===== src/rtl/serial_adder_pkg.sv =====
// Shared types and defaults for the bit-serial adder stage.
// Imported by serial_adder; the optional overflow output is enabled by SERIAL_ADDER_OVF_EN.
package serial_adder_pkg;

    localparam int DEFAULT_WIDTH = 8;

    typedef enum logic [1:0] {
        IDLE = 2'd0,
        RUN  = 2'd1,
        DONE = 2'd2
    } state_e;

endpackage : serial_adder_pkg


===== src/rtl/serial_adder_full_adder.sv =====
// Single-bit full adder cell; the serial adder time-multiplexes one instance over all bits.
module serial_adder_full_adder (
    input  logic i_a,
    input  logic i_b,
    input  logic i_cin,
    output logic o_sum,
    output logic o_cout
);

    assign o_sum  = i_a ^ i_b ^ i_cin;
    assign o_cout = (i_a & i_b) | (i_cin & (i_a ^ i_b));

endmodule : serial_adder_full_adder


===== src/rtl/serial_adder.sv =====
// Bit-serial adder: one full adder, LSB first, registered carry, start/done handshake.
// Define SERIAL_ADDER_OVF_EN to add the signed-overflow output o_ovf.
module serial_adder
    import serial_adder_pkg::*;
#(
    parameter int WIDTH = DEFAULT_WIDTH
) (
    input  logic             i_clk,
    input  logic             i_rst,
    input  logic             i_start,
    input  logic [WIDTH-1:0] i_a,
    input  logic [WIDTH-1:0] i_b,
    input  logic             i_cin,
    output logic             o_busy,
    output logic             o_done,
    output logic [WIDTH-1:0] o_sum,
    output logic             o_cout
`ifdef SERIAL_ADDER_OVF_EN
    ,
    output logic             o_ovf
`endif
);

    localparam int CNT_W = $clog2(WIDTH + 1);
    localparam logic [CNT_W-1:0] LAST_BIT = CNT_W'(WIDTH - 1);

    state_e           state_q,  state_d;
    logic [WIDTH-1:0] a_sr_q,   a_sr_d;
    logic [WIDTH-1:0] b_sr_q,   b_sr_d;
    logic [WIDTH-1:0] sum_sr_q, sum_sr_d;
    logic             carry_q,  carry_d;
    logic [CNT_W-1:0] count_q,  count_d;
    logic [WIDTH-1:0] sum_q,    sum_d;
    logic             cout_q,   cout_d;
`ifdef SERIAL_ADDER_OVF_EN
    logic             ovf_q,    ovf_d;
`endif

    logic fa_sum;
    logic fa_cout;
    logic load_op;

    serial_adder_full_adder u_full_adder (
        .i_a    (a_sr_q[0]),
        .i_b    (b_sr_q[0]),
        .i_cin  (carry_q),
        .o_sum  (fa_sum),
        .o_cout (fa_cout)
    );

    always_comb begin
        // NOTE: every signal gets a default first so no path through the case infers a latch.
        state_d  = state_q;
        a_sr_d   = a_sr_q;
        b_sr_d   = b_sr_q;
        sum_sr_d = sum_sr_q;
        carry_d  = carry_q;
        count_d  = count_q;
        sum_d    = sum_q;
        cout_d   = cout_q;
`ifdef SERIAL_ADDER_OVF_EN
        ovf_d    = ovf_q;
`endif
        load_op  = 1'b0;

        unique case (state_q)
            IDLE: begin
                load_op = i_start;
            end
            RUN: begin
                sum_sr_d           = sum_sr_q >> 1;
                sum_sr_d[WIDTH-1]  = fa_sum;
                carry_d            = fa_cout;
                a_sr_d             = a_sr_q >> 1;
                b_sr_d             = b_sr_q >> 1;
                count_d            = count_q + CNT_W'(1);
                // Final bit: publish the assembled sum so outputs never show partial results.
                if (count_q == LAST_BIT) begin
                    state_d = DONE;
                    sum_d   = sum_sr_d;
                    cout_d  = fa_cout;
`ifdef SERIAL_ADDER_OVF_EN
                    ovf_d   = carry_q ^ fa_cout;
`endif
                end
            end
            DONE: begin
                load_op = i_start;
                state_d = IDLE;
            end
            default: begin
                state_d = IDLE;
            end
        endcase

        // Start is honoured from IDLE and DONE alike, which gives back-to-back operation.
        if (load_op) begin
            state_d = RUN;
            a_sr_d  = i_a;
            b_sr_d  = i_b;
            carry_d = i_cin;
            count_d = '0;
        end
    end

    // NOTE: sequential state uses non-blocking assignments so all flops update from pre-edge values.
    always_ff @(posedge i_clk) begin
        if (i_rst) begin
            state_q  <= IDLE;
            a_sr_q   <= '0;
            b_sr_q   <= '0;
            sum_sr_q <= '0;
            carry_q  <= 1'b0;
            count_q  <= '0;
            sum_q    <= '0;
            cout_q   <= 1'b0;
`ifdef SERIAL_ADDER_OVF_EN
            ovf_q    <= 1'b0;
`endif
        end else begin
            state_q  <= state_d;
            a_sr_q   <= a_sr_d;
            b_sr_q   <= b_sr_d;
            sum_sr_q <= sum_sr_d;
            carry_q  <= carry_d;
            count_q  <= count_d;
            sum_q    <= sum_d;
            cout_q   <= cout_d;
`ifdef SERIAL_ADDER_OVF_EN
            ovf_q    <= ovf_d;
`endif
        end
    end

    assign o_busy = (state_q == RUN);
    assign o_done = (state_q == DONE);
    assign o_sum  = sum_q;
    assign o_cout = cout_q;
`ifdef SERIAL_ADDER_OVF_EN
    assign o_ovf  = ovf_q;
`endif

endmodule : serial_adder


===== config.mk =====
export PLATFORM = sky130hd
export DESIGN_NAME = serial_adder
export DESIGN_NICKNAME = d
export VERILOG_FILES = /design/src/rtl/serial_adder_pkg.sv /design/src/rtl/serial_adder_full_adder.sv /design/src/rtl/serial_adder.sv
export SDC_FILE = /design/constraint.sdc
export NUM_CORES = 1
export LEC_CHECK = 0
export ABC_AREA = 1
export BUFFER_PORTS_ARGS = -buffer_cell sky130_fd_sc_hd__buf_2
export CAP_MARGIN = 25
export CORE_UTILIZATION = 55
export DETAILED_ROUTE_END_ITERATION = 7
export GPL_TIMING_DRIVEN = 1
export PLACE_DENSITY = 0.75
export SKIP_CTS_REPAIR_TIMING = 1
export SLEW_MARGIN = 20
export SYNTH_ARGS = -nofsm -noshare
export SYNTH_HDL_FRONTEND = slang
export SYNTH_SLANG_ARGS = --single-unit

===== constraint.sdc =====
create_clock -name i_clk -period 3.5 [get_ports i_clk]
set_input_delay 0.525 -clock i_clk [delete_from_list [all_inputs] [get_ports i_clk]]
set_output_delay 0.525 -clock i_clk [all_outputs]
set_load 0.005 [all_outputs]

**Word level (Yosys, flattened, before mapping)**

Index checks and enable logic that the tools add are counted.

- Word-level logic and storage cells: 39
- Input bits: 20
- Output and inout bits: 11
- Register bits after elaboration: 40

- $add $sub $neg: 1
- Bitwise operators: 6
- Reduce and logical (&&, ||, !) cells: 7
- Muxes and demuxes: 10
- Equal/unequal tests: 6

Operator list:

| cell | number |
|---|---|
| $mux 8 | 4 |
| $reduce_and 2->1 | 3 |
| $add 4x1->4 const B | 1 |
| $eq 4x3->1 const B | 1 |
| $mux 1 | 4 |
| $pmux 2 s2 | 1 |
| $reduce_or 2->1 | 2 |
| $ne 3x1->1 const B | 1 |
| $and 1x1->1 | 2 |
| $eq 2x1->1 const B | 1 |
| $eq 2x2->1 const B | 1 |
| $logic_not 2->1 | 1 |
| $mux 2 | 1 |
| $ne 2x1->1 const B | 1 |
| $ne 2x2->1 const B | 1 |
| $reduce_bool 2->1 | 1 |
| $xor 1x1->1 | 2 |
| $not 1->1 | 1 |
| $or 1x1->1 | 1 |

**Logic depth before layout (Yosys ltp)**

Gate-level depths: netlist (run 1).

- Depth in word-level cells: 5
- Mapped depth: 8

**Hierarchy**

Synthesis (run 1) repeated with hierarchy kept, for this count alone.

- Cell total of the unflattened synthesis: 256
- Area total of the unflattened synthesis: 1830.5 µm²

Modules (own cells, without submodules):

| module | area each (µm²) | instances | sequential area each (µm²) | cells an instance |
|---|---|---|---|---|
| serial_adder | 1810.5 | 1 | 780.7 | 255 |
| serial_adder_full_adder | 20.0 | 1 | 0.0 | 1 |

**Worst setup path before layout (run 1)**

Ideal clock, no wire load.

- Kind: input-to-reg
- From: input port i_rst
- To: register b_sr_q[5]
- Arrival time: 1.161 ns
- Buffers on the path: 2
- Setup slack: 2.231 ns
- Setup time: 0.109 ns
- Stages on the path: 7
- Required time: 3.391 ns
- Cells stage by stage: buf_2 > clkinv_2 > buf_1 > nand2_1 > nand2_1 > nand2_1 > inv_1

RTL lines:

| item | RTL line | text |
|---|---|---|
| start: declaration | serial_adder.sv:9 | `input logic i_rst,` |
| end signal: assignment | serial_adder.sv:123 | `b_sr_q <= b_sr_d;` |
| end: declaration | serial_adder.sv:29 | `logic [WIDTH-1:0] b_sr_q, b_sr_d;` |

**Worst setup path in the final report (run 1)**

- From: register state_q[0]
- To: output port o_busy

- Longest elaborated chain between the ends: 1

RTL lines:

| item | RTL line | text |
|---|---|---|
| start: declaration | serial_adder.sv:27 | `state_e state_q, state_d;` |
| start signal: assignment | serial_adder.sv:121 | `state_q <= state_d;` |
| $eq 2x1->1 | serial_adder.sv:135 | `assign o_busy = (state_q == RUN);` |
| end: declaration | serial_adder.sv:14 | `output logic o_busy,` |

Every way passes these cells.

==> summary.md, run 1 <==
| Metric | Value |
|---|---|
| TritonCTS clock tree | built |
| Fmax | 511 MHz |
| CTS buffer count | 5 |
| Die ar. | 0.00350 sq mm |
| Final instance area | 0.00195 sq mm |
| Endpoints failing hold | 0 |
| Clock Path Buffers | 2 |
| Setup crit start kind | register |
| Routed Antenna Nets | 0 |
| Sw Ratio | 28.9% |
| Share of cells above drive strength 1 | 18.1% |
| CP required | approximately 3.0 ns |
| Worst Tran Pin Value | between 0.7 and 0.8 ns |
| Fillers | 311 |
| Number of global-route vias before repair | 1,240 |
| Synth Cell Area | 0.00180 sq mm |
| Sequential share of the synthesized area | 43.4% |
| Final setup skew | 0.00756 ns |
| Post-DP HPWL | 2.02 mm |
| Post-layout min period | 1.96 ns |
| Clock Sinks | 39 |
| Dominant cell type by area after synthesis | dfxtp_1 |
| CTS H-tree depth | 2 |
| Worst hold path type | in2reg |
| Worst skew pair latency | 0.35 ns |
| Logic pwr share | 13.8% |
| Initial antenna violation count | 0 |
| Global-route wire length before repair | 5.29 mm |
| Leak | 0.000951 uW |
| Initial Util | 58.4% |
| Initial DRC count | 104 |
| Mapped Cells | 250 |
| MaxCap Viol Count | 0 |
| CTS clk-pin slew, worst paths | approximately 0.12 ns |
| PD cells | roughly 430 mW/mm^2 |
| EDFF count, synth | 0 |
| Synth cell types | 23 |
| Outcome | finished, final reports clean |
| Die H | between 50 and 60 microns |
| Average vias per placed instance | between 4 and 5 |
| Final #Nets | 297 |
| Slew Limit Fails | 0 |
| Critical path cell sequence | inv_6 -> nor2_4 -> buf_2 |
| Async SR Flop Fraction | 0% |
| Remaining DRCs | 0 |
| Gr usage total | approximately a fifth |
| Mean Syn Cell Area | 7.19 sq um |
| GPL Wtd Cong | 0.769 |
| Area grow syn2layout | 8.70% |
| N_diodes | 0 |
| Clock power share | 27.5% |
| RSZ-0062 raised after global routing | false |
| Port buffer count | 30 |
| Period utilization | 55.9% |
| DRT Pass-1 Iters | 4 |
| CP endpoint kind | primary output |
| Mapped Nets | 272 |
| IO Pins | 31 |
| Routed vias | 1,503 |
| Top cells by area, synth | dfxtp_1, nand2_1, inv_1 |
| Worst endpoint data arrival time | 1.43 ns |
| Top post-synthesis cells by count | nand2_1, dfxtp_1, inv_1, nor2_1, a21oi_1 |
| Chip width | 59.2 microns |
| Top-area cell type share of the netlist area | between 40% and 50% |
| Reg power frac | between 50% and 60% |
| NetSw | 241 uW |
| Post-route setup TNS | 0 ns |
| Main flop type after synthesis | dfxtp_1 |
| Worst-path fanout max | 10 |
| Worst IR Drop VDD | 0.000277 V |
| Worst-case headroom to the max-slew limit | between 50% and 60% |
| Cell internal pwr | about 590 uW |
| WS Path Type | reg2out |
| Final wirelength | 3.06 mm |
| Most numerous cell in the Yosys netlist | nand2_1 |
| Largest net degree at the start of global routing | 32 |
| Critical path's largest stage delay | 0.62 ns |
| Core area | 0.00308 sq mm |
| #FFs+latches synth | 39 |
| Final Setup Violations | 0 |
| Root Driver | clkbuf_4 |
| CP max stage cell | dfxtp_1 |
| Routed WL per cell | ~9.6 microns |
| Synth warn | 0 |
| Number of core rows | 20 |
| Total global routing overflow | 0 |
| Area post-placement | approximately 0.0019 sq mm |
==> path summary, 6_finish.rpt <==
path | start | endpoint | slack (ns) | cells after the start
setup / recovery | state_q[0] | o_busy | 1.54 | 3
hold / removal | i_a[7] | a_sr_q[7] | 0.41 | 2
setup reg to reg | state_q[0] | b_sr_q[1] | 1.75 | 7
hold reg to reg | count_q[3] | count_q[3] | 0.47 | 2
==> worst max-delay path, delay by kind of cell (launching register included) <==
family                 cells  cell delay (ns)
AND/OR/NAND/NOR            1             0.24
buffers and inverters      2             0.23
flip-flops                 1             0.62
==> through the flow <==
step	cells	hold slack [ns]	setup slack [ns]	util, %	total power [uW]
global placement	312	0.445	1.82	61.7	612
floorplan	250	0.430	2.23	-	596
CTS	320	0.404	1.54	63.5	839
finish	320	0.410	1.54	63.5	833
detailed placement	312	0.457	1.78	61.7	614
global route	320	0.396	1.44	63.5	881
==> power by group through the flow <==
stage / Combinational (uW) / Clock, uW / Sequential (uW)
2_1_floorplan: 104 / 0 / 492
4_1_cts: 117 / 233 / 489
6_report: 115 / 229 / 489
3_5_place_dp: 116 / 0 / 498
3_3_place_gp: 114 / 0 / 498
5_1_grt: 135 / 253 / 493
==> logic make-up (layout without fill, tap and decap cells) <==
family          count (synthesis)  after routing  share of synthesized area [%]
simple gates                  123            123                           29.6
fa+ha+maj                       2              2                           1.81
buf+inv                        45             71                           12.9
compound gates                 40             40                           11.7
xor+xnor                        1              1                          0.487
flops                          39             39                           43.4
==> metal layers <==
layer	global-route usage (%)	wire, microns	up-vias
met5	0	0	-
met3	5.24	114	6
met2	32.3	1330	31
met1	25.6	1570	639
met4	9.18	44	0
li1	-	-	827
==> area by class of cell <==
type                    instances  area, sq um  area share (%)
inverters                      33          130            6.66
multi-input cells             166          785            40.1
clock buffers                   6         41.3            2.11
clock inverters                 2         12.5           0.640
repair buffers                 30          150            7.68
flip-flops and latches         39          781            39.9
well taps                      44         55.1            2.82
==> placed cells by master (no fill, tap or decap), drive strengths merged <==
cell	Yosys	final
xor2	1	1
nor3	1	1
nand3	16	16
a21oi	20	20
clkbuf	0	6
nand2	74	74
clkinv	1	2
ha	1	1
o21ai	18	18
o211a	2	2
buf	12	30
dfxtp	39	39
clkinvlp	0	1
fa	1	1
inv	32	32
nor2	32	32
==> registers in the layout (all words and copies together) (netlist names) <==
register,flops
o_sum,8
o_cout,1
b_sr_q,8
state_q,2
carry_q,1
a_sr_q,8
sum_sr_q,7
count_q,4
No activity file was read; power rests on OpenSTA's default activity.
==> inputs of run 2 (changes only) <==
--- a/config.mk
+++ b/config.mk
@@ -8,10 +8,10 @@
 export ABC_AREA = 1
 export BUFFER_PORTS_ARGS = -buffer_cell sky130_fd_sc_hd__buf_2
 export CAP_MARGIN = 25
-export CORE_UTILIZATION = 55
+export CORE_UTILIZATION = 49
 export DETAILED_ROUTE_END_ITERATION = 7
 export GPL_TIMING_DRIVEN = 1
-export PLACE_DENSITY = 0.75
+export PLACE_DENSITY = 0.71
 export SKIP_CTS_REPAIR_TIMING = 1
 export SLEW_MARGIN = 20
 export SYNTH_ARGS = -nofsm -noshare
==> constraint.sdc (replaced) <==
create_clock -name i_clk -period 1.65 [get_ports i_clk]
set_input_delay 0.2475 -clock i_clk [delete_from_list [all_inputs] [get_ports i_clk]]
set_output_delay 0.2475 -clock i_clk [all_outputs]
set_load 0.005 [all_outputs]
==> run 2 against run 1 <==
Against the previous run:
- register-to-register slack lost 1.5 ns
- flip-flop and latch count unchanged
- cell area up 5.7%
- largest cell class unchanged
==> summary.md, run 2 (synthesis results as in run 1) <==
| Metric | Value |
|---|---|
| Worst endpoint data arrival time | 1.23 ns (was 1.43 ns) |
| Die ar. | 0.00392 sq mm (was 0.00350 sq mm) |
| Post-Layout Cell Count | 330 (was 320) |
| Worst skew pair latency | 0.36 ns (was 0.35 ns) |
| Dpl cells | 320 (was 312) |
| Clock power share | 37.8% (was 27.5%) |
| Tot Pwr | 2100 uW (was 833 uW) |
| Fmax | slightly below 700 MHz |
| Global-route wire length before repair | 5.76 mm (was 5.29 mm) |
| Sw Ratio | 24.6% (was 28.9%) |
| Reg power frac | 49.3% (was 58.7%) |
| Critical path cell sequence | buf_4 -> inv_6 -> nor2_4 -> buf_2 (was inv_6 -> nor2_4 -> buf_2) |
| Worst hold path type | in2reg (unchanged) |
| Total global routing overflow | 0 (unchanged) |
| Number of core rows | 21 (was 20) |
| Area grow syn2layout | 14.9% (was 8.70%) |
| Share of cells above drive strength 1 | 20.8% (was 18.1%) |
| CP max stage cell | dfxtp_2 (was dfxtp_1) |
| Largest net degree at the start of global routing | 21 (was 32) |
| Port buffer count | 30 (unchanged) |
| Outcome | finished, final reports clean (unchanged) |
| CTS buffer count | 5 (unchanged) |
| CP endpoint kind | primary output (unchanged) |
| CTS clk-pin slew, worst paths | 0.11 ns (was 0.12 ns) |
| WS Path Type | reg2out (unchanged) |
| Root Driver | clkbuf_4 (unchanged) |
| Most common cell after layout, fill and taps aside | nand2_1 (unchanged) |
| Post-DP HPWL | 2.25 mm (was 2.02 mm) |
| Clock Path Buffers | 2 (unchanged) |
| Average vias per placed instance | 4.58 (was 4.70) |
| Chip width | 62.6 microns (was 59.2 microns) |
| Slew Limit Fails | 0 (unchanged) |
| MaxCap Viol Count | 0 (unchanged) |
| End-of-flow core utilization | 60.5% (was 63.5%) |
| Worst Tran Pin Value | 0.398 ns (was 0.730 ns) |
| Routed vias | 1,513 (was 1,503) |
| Post-layout min period | 1.48 ns |
| Period utilization | 89.6% |
| IO Pins | 31 (unchanged) |
| Routed WL per cell | 9.62 microns (was 9.56 microns) |
| Worst IR Drop VDD | 0.000734 V (was 0.000277 V) |
| Logic pwr share | 12.9% (was 13.8%) |
| TritonCTS clock tree | built (unchanged) |
| Final wirelength | 3.18 mm (was 3.06 mm) |
| Final #Nets | 305 (was 297) |
| Core area | 0.00342 sq mm (was 0.00308 sq mm) |
| Number of global-route vias before repair | 1,361 (was 1,240) |
| Cell internal pwr | 1580 uW (was 592 uW) |
| Final instance area | 0.00207 sq mm (was 0.00195 sq mm) |
| Gr usage total | 18.7% (was 20.2%) |
| GPL Wtd Cong | 0.787 (was 0.769) |
| NetSw | 516 uW (was 241 uW) |
| Critical path's largest stage delay | 0.44 ns (was 0.62 ns) |
| CP required | 1.40 ns (was 2.97 ns) |
| Setup crit start kind | register (unchanged) |
| Initial antenna violation count | 0 (unchanged) |
| Clock Sinks | 39 (unchanged) |
| Leak | 0.00101 uW (was 0.000951 uW) |
| DRT Pass-1 Iters | 4 (unchanged) |
| Endpoints failing hold | 0 (unchanged) |
| Area post-placement | 0.00195 sq mm (was 0.00190 sq mm) |
| Post-route setup TNS | 0 ns (unchanged) |
| Worst-path fanout max | 9 (was 10) |
| Die H | 62.6 microns (was 59.2 microns) |
| Initial Util | 52.6% (was 58.4%) |
| Final setup skew | 0.00666 ns (was 0.00756 ns) |
| CTS H-tree depth | 2 (unchanged) |
| PD cells | 1020 mW/mm^2 (was 426 mW/mm^2) |
| N_diodes | 0 (unchanged) |
| Initial DRC count | 94 (was 104) |
| Worst-case headroom to the max-slew limit | 73.4% (was 51.2%) |
| Most frequent cells in the layout | nand2_1, dfxtp_1, nor2_1, inv_1, buf_2 (unchanged) |
| Remaining DRCs | 0 (unchanged) |
| Final Setup Violations | 0 (unchanged) |
| Routed Antenna Nets | 0 (unchanged) |
| RSZ-0062 raised after global routing | false (unchanged) |
## run 2: changes by cell type in the layout (fill, tap and decap cells not counted), sizes merged
cell	delta
buf	+8
clkinvlp	-1
bufinv	+2
clkinv	-1
## run 2: area by class of cell
cell class | instances | area, sq um
clock buffer | 6 | 41.3
clock inverter | 2 | 60.1
fill | 352 | 1350
inverter | 33 | 130
multi-input combinational | 166 | 785
sequential | 39 | 782
tap | 46 | 57.6
timing repair buffer | 38 | 210
## run 2: layer usage
metal,vias up,track usage (%),part of all wire (%)
met2,37,28.0,41
met4,0,7.27,1.6
met1,632,24.3,51
met5,-,0,0
li1,839,-,-
met3,5,6.93,5.5
## run 2: power by group through the flow
stage / Sequential (uW) / Combinational [uW] / Clock (uW)
finish: 1030 / 270 / 795
global route: 1040 / 318 / 853
CTS: 1030 / 266 / 808
detailed placement: 1060 / 266 / 0
global placement: 1060 / 262 / 0
floorplan: 1040 / 221 / 0
## run 2: final timing paths
check                   start           to  slack, ns  cells after the start
setup / recovery   state_q[0]       o_busy       0.17                      4
hold / removal         i_a[7]    a_sr_q[7]       0.13                      2
setup reg to reg   count_q[0]     o_sum[6]       0.29                      6
hold reg to reg   sum_sr_q[1]  sum_sr_q[1]       0.46                      2
## run 2: worst max-delay path, delay by kind of cell (launching register included)
family | cells | cell delay (ns)
DFF | 1 | 0.44
buffers and inverters | 3 | 0.32
and+or+nand+nor | 1 | 0.11
## run 2: stage by stage
step / setup WS, ns / hold WS (ns)
floorplan: 0.452 / 0.403
global placement: 0.219 / 0.442
detailed placement: 0.186 / 0.443
CTS: -0.116 / 0.124
global route: 0.0677 / 0.114
finish: 0.172 / 0.125
==> inputs of run 3 (changes only) <==
--- a/config.mk
+++ b/config.mk
@@ -8,10 +8,12 @@
 export ABC_AREA = 1
 export BUFFER_PORTS_ARGS = -buffer_cell sky130_fd_sc_hd__buf_2
 export CAP_MARGIN = 25
-export CORE_UTILIZATION = 49
+export CELL_PAD_IN_SITES_DETAIL_PLACEMENT = 1
+export CELL_PAD_IN_SITES_GLOBAL_PLACEMENT = 2
+export CORE_UTILIZATION = 27
 export DETAILED_ROUTE_END_ITERATION = 7
 export GPL_TIMING_DRIVEN = 1
-export PLACE_DENSITY = 0.71
+export PLACE_DENSITY = 0.7
 export SKIP_CTS_REPAIR_TIMING = 1
 export SLEW_MARGIN = 20
 export SYNTH_ARGS = -nofsm -noshare
==> run 3 against run 2 <==
Against the previous run:
- non-clock buffer count down 1
- cell count up 9.1%
- sequential share of layout area down 0.89 points
- first-iteration DRC count down 77%
- critical path depth unchanged
- core utilization down 27 points
- combinational power up 4%
- largest cell class unchanged
==> summary.md, run 3 (synthesis results as in run 1) <==
| Metric | Value |
|---|---|
| Worst-path fanout max | 10 (was 9) |
| Number of global-route vias before repair | 1,590 (was 1,361) |
| Clock Path Buffers | 2 (unchanged) |
| Area grow syn2layout | 17.5% (was 14.9%) |
| Routed WL per cell | 11.5 microns (was 9.62 microns) |
| Worst skew pair latency | 0.29 ns (was 0.36 ns) |
| Setup crit start kind | register (unchanged) |
| Gr usage total | 13.3% (was 18.7%) |
| Worst IR Drop VDD | 0.000388 V (was 0.000734 V) |
| PnR worst setup slack | 0.150 ns (was 0.172 ns) |
| CP required | 1.40 ns (about the same) |
| DRT Pass-1 Iters | 3 (was 4) |
| Fmax | 667 MHz (was 677 MHz) |
| Worst-case headroom to the max-slew limit | 73.6% (was 73.4%) |
| Most common cell after layout, fill and taps aside | nand2_1 (unchanged) |
| Final wirelength | 4.14 mm (was 3.18 mm) |
| Worst endpoint data arrival time | 1.25 ns (was 1.23 ns) |
| IO Pins | 31 (unchanged) |
| Total global routing overflow | 0 (unchanged) |
| Pre-CTS setup slack | 0.255 ns (was 0.186 ns) |
| Die H | 83.6 microns (was 62.6 microns) |
| Chip width | 83.6 microns (was 62.6 microns) |
| MaxCap Viol Count | 0 (unchanged) |
| Post-Layout Cell Count | 360 (was 330) |
| N_diodes | 0 (unchanged) |
| Routed Antenna Nets | 0 (unchanged) |
| CTS H-tree depth | 2 (unchanged) |
| TritonCTS clock tree | built (unchanged) |
| Period utilization | 90.9% (was 89.6%) |
| Initial DRC count | 22 (was 94) |
| Initial Util | 28.2% (was 52.6%) |
| PD cells | 1020 mW/mm^2 (about the same) |
| GPL Wtd Cong | 0.706 (was 0.787) |
| Root Driver | clkbuf_8 (was clkbuf_4) |
| Core area | 0.00639 sq mm (was 0.00342 sq mm) |
| Endpoints failing hold | 0 (unchanged) |
| Final #Nets | 304 (was 305) |
| Worst hold path type | in2reg (unchanged) |
| Share of cells above drive strength 1 | 20.5% (was 20.8%) |
| WS Path Type | reg2out (unchanged) |
| Initial antenna violation count | 0 (unchanged) |
| CP endpoint kind | primary output (unchanged) |
| Number of core rows | 29 (was 21) |
| Die ar. | 0.00699 sq mm (was 0.00392 sq mm) |
| RSZ-0062 raised after global routing | false (unchanged) |
| Dpl cells | 352 (was 320) |
| Routed vias | 1,570 (was 1,513) |
| CTS buffer count | 5 (unchanged) |
| CTS clk-pin slew, worst paths | 0.08 ns (was 0.11 ns) |
| Average vias per placed instance | 4.36 (was 4.58) |
| Final setup skew | 0.00739 ns (was 0.00666 ns) |
| Final Setup Violations | 0 (unchanged) |
| Post-DP HPWL | 2.93 mm (was 2.25 mm) |
| Largest net degree at the start of global routing | 19 (was 21) |
| Post-route setup TNS | 0 ns (unchanged) |
| Slew Limit Fails | 0 (unchanged) |
| Outcome | finished, final reports clean (unchanged) |
| Leak | 0.00102 uW (was 0.00101 uW) |
| Most frequent cells in the layout | nand2_1, dfxtp_1, nor2_1, inv_1, buf_2 (unchanged) |
| Port buffer count | 30 (unchanged) |
| Remaining DRCs | 0 (unchanged) |
| Worst Tran Pin Value | 0.395 ns (was 0.398 ns) |
| Post-layout min period | 1.50 ns (was 1.48 ns) |
| Clock Sinks | 39 (unchanged) |
| Global-route wire length before repair | 7.40 mm (was 5.76 mm) |
## run 3: area by class of cell
| type | count | area [sq um] |
|---|---|---|
| Inverter | 33 | 130 |
| Multi-Input combinational cell | 166 | 785 |
| Fill cell | 816 | 4270 |
| Timing Repair Buffer | 37 | 203 |
| Clock buffer | 6 | 82.6 |
| Sequential cell | 39 | 781 |
| Clock inverter | 2 | 35.0 |
| Tap cell | 77 | 96.3 |
## run 3: power breakdown
group          internal [uW]  switching, uW
Sequential              1000           29.5
Clock                    490            353
Combinational            107            175
Total                   1600            558
## run 3: path summary, 6_finish.rpt
check	to	from	cells past startpoint	slack (ns)
setup / recovery	o_busy	state_q[0]	4	0.15
setup reg to reg	o_cout	count_q[0]	6	0.27
hold reg to reg	sum_sr_q[1]	sum_sr_q[1]	2	0.46
hold / removal	b_sr_q[7]	i_b[7]	2	0.20
## run 3: through the flow
stage	hold WS (ns)	util [%]	area, sq um	total power (uW)
after floorplan	0.403	-	1800	1260
after global placement	0.446	31.2	1990	1340
after detailed placement	0.450	31.2	1990	1340
after CTS	0.188	33.1	2110	2200
after global routing	0.208	33.1	2110	2280
final	0.201	33.1	2110	2160
## run 3: critical path: stages (launching register included)
cell and delay [ns]:
dfxtp_1 0.32, buf_4 0.18, inv_6 0.05, nor2_4 0.24, buf_2 0.17
## run 3: metal layers
layer / global-route usage (%) / routed length (microns)
met1: 16.8 / 2040
met2: 21.8 / 1890
met3: 3.07 / 144
met4: 5.08 / 65
met5: 0 / 0
